===== src/rtl/reg_bank_reader.sv =====
// 32 x 32-bit register bank with one write port and two registered read ports.
// Register 0 always reads zero. The stack-pointer register is seeded on reset.
module reg_bank_reader #(
   parameter int unsigned  SP_INDEX       = 29,
   parameter logic [31:0]  SP_RESET_VALUE = 32'd227
) (
   input  logic        clk,
   input  logic        reset,
   input  logic        reg_write,
   input  logic [4:0]  write_reg,
   input  logic [31:0] write_data,
   input  logic        rd_en,
   input  logic [4:0]  read_reg_1,
   input  logic [4:0]  read_reg_2,
   output logic [31:0] read_data_1,
   output logic [31:0] read_data_2,
   output logic        rd_valid
);

   logic [31:0] regs [32];
   logic        write_ok;
   logic [31:0] value_1;
   logic [31:0] value_2;

   assign write_ok = reg_write && (write_reg != 5'd0);

   // Forward a same-cycle write so a read never sees the stale value.
   always_comb begin
      value_1 = regs[read_reg_1];
      if (read_reg_1 == 5'd0) begin
         value_1 = '0;
      end else if (write_ok && (write_reg == read_reg_1)) begin
         value_1 = write_data;
      end
   end

   always_comb begin
      value_2 = regs[read_reg_2];
      if (read_reg_2 == 5'd0) begin
         value_2 = '0;
      end else if (write_ok && (write_reg == read_reg_2)) begin
         value_2 = write_data;
      end
   end

   always_ff @(posedge clk) begin
      if (!reset) begin
         for (int i = 0; i < 32; i++) begin
            regs[5'(i)] <= (i == int'(SP_INDEX)) ? SP_RESET_VALUE : 32'd0;
         end
      end else if (write_ok) begin
         regs[write_reg] <= write_data;
      end
   end

   always_ff @(posedge clk) begin
      if (!reset) begin
         read_data_1 <= '0;
         read_data_2 <= '0;
         rd_valid    <= 1'b0;
      end else begin
         rd_valid <= rd_en;
         if (rd_en) begin
            read_data_1 <= value_1;
            read_data_2 <= value_2;
         end
      end
   end

endmodule

===== config.mk =====
export PLATFORM = sky130hd
export DESIGN_NAME = reg_bank_reader
export DESIGN_NICKNAME = d
export VERILOG_FILES = /design/src/rtl/reg_bank_reader.sv
export SDC_FILE = /design/constraint.sdc
export NUM_CORES = 2
export LEC_CHECK = 0
export ABC_CLOCK_PERIOD_IN_PS = 5800
export BUFFER_PORTS_ARGS = -buffer_cell sky130_fd_sc_hd__buf_2
export CAP_MARGIN = 5
export CORE_MARGIN = 2
export CORE_UTILIZATION = 40
export CTS_CLUSTER_SIZE = 30
export DETAILED_ROUTE_END_ITERATION = 10
export SYNTH_ARGS = -nofsm -noshare
export SYNTH_HDL_FRONTEND = slang
export SYNTH_SLANG_ARGS = --single-unit

===== constraint.sdc =====
create_clock -name clk -period 5.8 [get_ports clk]
set_input_delay 1.16 -clock clk [delete_from_list [all_inputs] [get_ports clk]]
set_output_delay 1.16 -clock clk [all_outputs]
set_load 0.1 [all_outputs]

### After elaboration in Yosys (flattened, before gate mapping)

Memory sizes are Yosys's and may differ from the RTL's.
Index checks and enable logic that the tools add are counted.

* equality and inequality tests: 2
* multiplexer cells: 11
* reductions and logical operators: 7

Operator list (number)
* $mux 32: 5
* $reduce_or 32->1: 1
* $eq 5x5->1: 2
* $logic_not 5->1: 2
* $mux 1: 5
* $mux 5: 1
* $reduce_bool 5->1: 1
* $logic_and 1x1->1: 3

* flip-flop bits (word level): 65
* memory bits (writable): 1024
* input bits: 51
* output and inout bits: 65
* word-level logic and storage cells: 24
* memories: 1

Memories
* regs: depth 32, width 32, read ports 2, clocked after memory_dff 0, write ports 32, line 20 `logic [31:0] regs [32];`

### Logic depth before layout (Yosys ltp)

* word-level depth: 7
* gate-level depth with buffers: 10

### Worst setup path after synthesis

Ideal clock, no wire load.

* kind: input to register
* start: input port write_reg[2]
* end: memory regs[1][0], enable pin
* data arrival time: 4.451 ns
* slack: 0.884 ns
* stages on the path: 5
* buffers on the path: 3
* cell sequence: buf_2 -> or3_1 -> clkbuf_1 -> clkbuf_1 -> o21ai_0

RTL lines
* start: declaration: line 10 `input logic [4:0] write_reg,`
* end: declaration: line 20

==> results.toml <==
[global_route]
antenna_found_initial = 11
grt_pass1_vias = 38700
grt_usage_pct = 27.8
grt_pass1_wl_um = 284000
gr-total-overflow = 0
grt_max_degree = 161

[synthesis]
yosysMostFrequentCell = "edfxtp_1"
yosys.area.top_type = "edfxtp_1"
yosysUniqueCellTypes = 56
synth-async-reset-ratio_pct = 0
synth_flop_cell = "edfxtp_1"
syn_area_sq_um = 55700
synthCells = 3992
syn_area_per_cell_sq_um = 14.0
yosysTopAreaCellShare_pct = 55.2
ys_warn_count = 0
seq_area_frac_synth_pct = 57.5
ys_ff_latch = 1089
synth_edf_count = 1024
synth_area_leaders = "edfxtp_1, mux4_2, nor3_1"
synth_common_cells = "edfxtp_1, nor3_1, mux4_2, clkbuf_1, mux2i_1"

[final_layout]
final_layout_size_suffix_gt1_share_pct = 23.0
final.fill_count = 12300
area_growth_pct = 11.3
final_nets = 3904
finalNonFillerCells = 5753
finish.utilization_pct = 45.0
finalInstanceArea_sq_um = 62000

[placed_design]
place.gp.congestion = 0.861
place_area_sq_um = 58100
dp_hpwl_um = 115000
dp_cells = 5529
io_buffers = 115

[clocking]
cts_tree = "yes"
cts.path.max_buffers = 3
clock-sinks = 1089
cts_buffers = 116
clkTransAtPathRegs_ps = 60
clockRootBuffer = "clkbuf_16"
cts_hold_buf = 0
clk_latency_ps = 750
post_cts_buffers = 0
cts_max_level = 3
ctsResizeCount = 0

[power]
totalPowerFinal_mw = 19.5
powerDensity_nw_per_um2 = 315
p_leak_nw = 19.7
ir_worst_vdd_uv = 252

[detailed_routing]
routed_wirelength_um = 199000
firstDrtPassIters = 5
drt_iter0_drc = 6044
drtAntennaViolNets = 0
via_per_inst = 6.84
drc_errors = 0
num_vias = 39400
wl_per_cell_um = 34.6

[worst_setup_path]
critPathArrivalTime_ps = 4210
cp-start-kind = "primary input"
cp_num_buf_inv = 2
crit_required_ps = 6220
endpoint_kind = "register"
crit_family = "simple AND/OR/NAND/NOR gates"
path_max_fanout = 51
cp_slowest_stage_delay_ps = 820
worstPathCellList = "buf_2, or3_4, nand3b_1, o21ai_4, buf_12"
worst_path_max_delay_cell = "o21ai_4"
path_class = "in2reg"

[timing]
clock-skew-final_ps = 24.0
setup_violations = 0
finalHoldViolCount = 0
worst_pin_slew_ps = 1240
fin_crit_sh_pct = 65.3
maxSlewHeadroom_pct = 17.6
slew_viol_final = 0
rsz0062_at_grt = "no"
fin_crit_ps = 3790
fmax_ghz = 0.264
fin_setup_tns_ps = 0

[flow_run]
maxCapViolCount = 0

[floorplanning]
fp-row-count = 136
die_area_sq_um = 142000
coreArea_sq_um = 138000
die_y_um = 377
ios = 116
die_width_um = 377
start_util_pct = 40.4

[outcome]
status = "finished, final reports clean"

[worst_hold_path]
hold_path.class = "reg2reg"
[worst reg2reg max path, cell delays in order (launching register included)]
cell and delay [ps]:
edfxtp_1 400, mux4_2 490, mux4_2 510, nor2_1 120
nor4_1 60, buf_4 210, a221o_1 300
[per-stage QoR]
step                hold WS, ps  setup slack (ps)
floorplan                   761               884
global route                545              1900
CTS                         499              2060
finish                      495              2010
detailed placement          484              1300
global placement            477              1320
[cell families after synthesis]
logic type | share of synthesized area (%)
flops | 57.5
xor+xnor | 0.157
mux | 20.7
other cells | 0.00673
buf+inv | 4.47
compound gates | 6.94
simple gates | 10.2
[cell usage in the layout (no fill, tap or decap), types with 29 or more instances in the layout]
| cell type | n |
|---|---|
| a211o_1 | 34 |
| a21oi_1 | 51 |
| buf_2 | 109 |
| mux4_2 | 429 |
| edfxtp_1 | 1024 |
| inv_1 | 32 |
| nand2_1 | 74 |
| o21ai_0 | 42 |
| conb_1 | 32 |
| a22oi_1 | 181 |
| clkbuf_16 | 118 |
| mux2i_1 | 189 |
| o22ai_1 | 91 |
| nor3_1 | 987 |
| o21ai_1 | 42 |
| o21ai_4 | 32 |
| buf_4 | 105 |
| a211oi_1 | 29 |
| dfxtp_1 | 65 |
[where the power goes]
group | total [mW] | internal, mW | switching, mW
clock network | 7.61 | 4.38 | 3.23
registers | 9.30 | 9.04 | 0.253
logic | 2.62 | 0.856 | 1.77
total | 19.5 | 14.3 | 5.25
[metal layers]
metal  track usage, %  wire [um]
met5                0         54
met1             38.9      77400
met2             41.8      89300
met3             6.02      22900
met4             11.9       9470
[flip-flops by register name, indices dropped and copies added, names as in the netlist]
name,count
rd_valid,1
read_data_1,32
read_data_2,32
regs,1024
[path summary, 6_finish.rpt]
path	from	endpoint	slack, ps	depth (start not counted)
setup / recovery	write_reg[3]	regs[24][22]	2010	5
setup reg to reg	regs[30][30]	read_data_2[30]	3580	6
hold reg to reg	read_data_2[13]	read_data_2[13]	500	2
hold / removal	read_data_2[13]	read_data_2[13]	500	2
[final cells by class]
type                    instances  area, sq um  area share, %
diodes                          3         7.51         0.0121
clock buffers                 158         3270           5.28
clock inverters                63          586          0.945
inverters                      35          131          0.212
multi-input cells            2365        21700           35.1
flip-flops and latches       1089        32100           51.7
well taps                    1794         2240           3.62
repair buffers                246         1940           3.14
No activity file was read; power rests on OpenSTA's default activity.
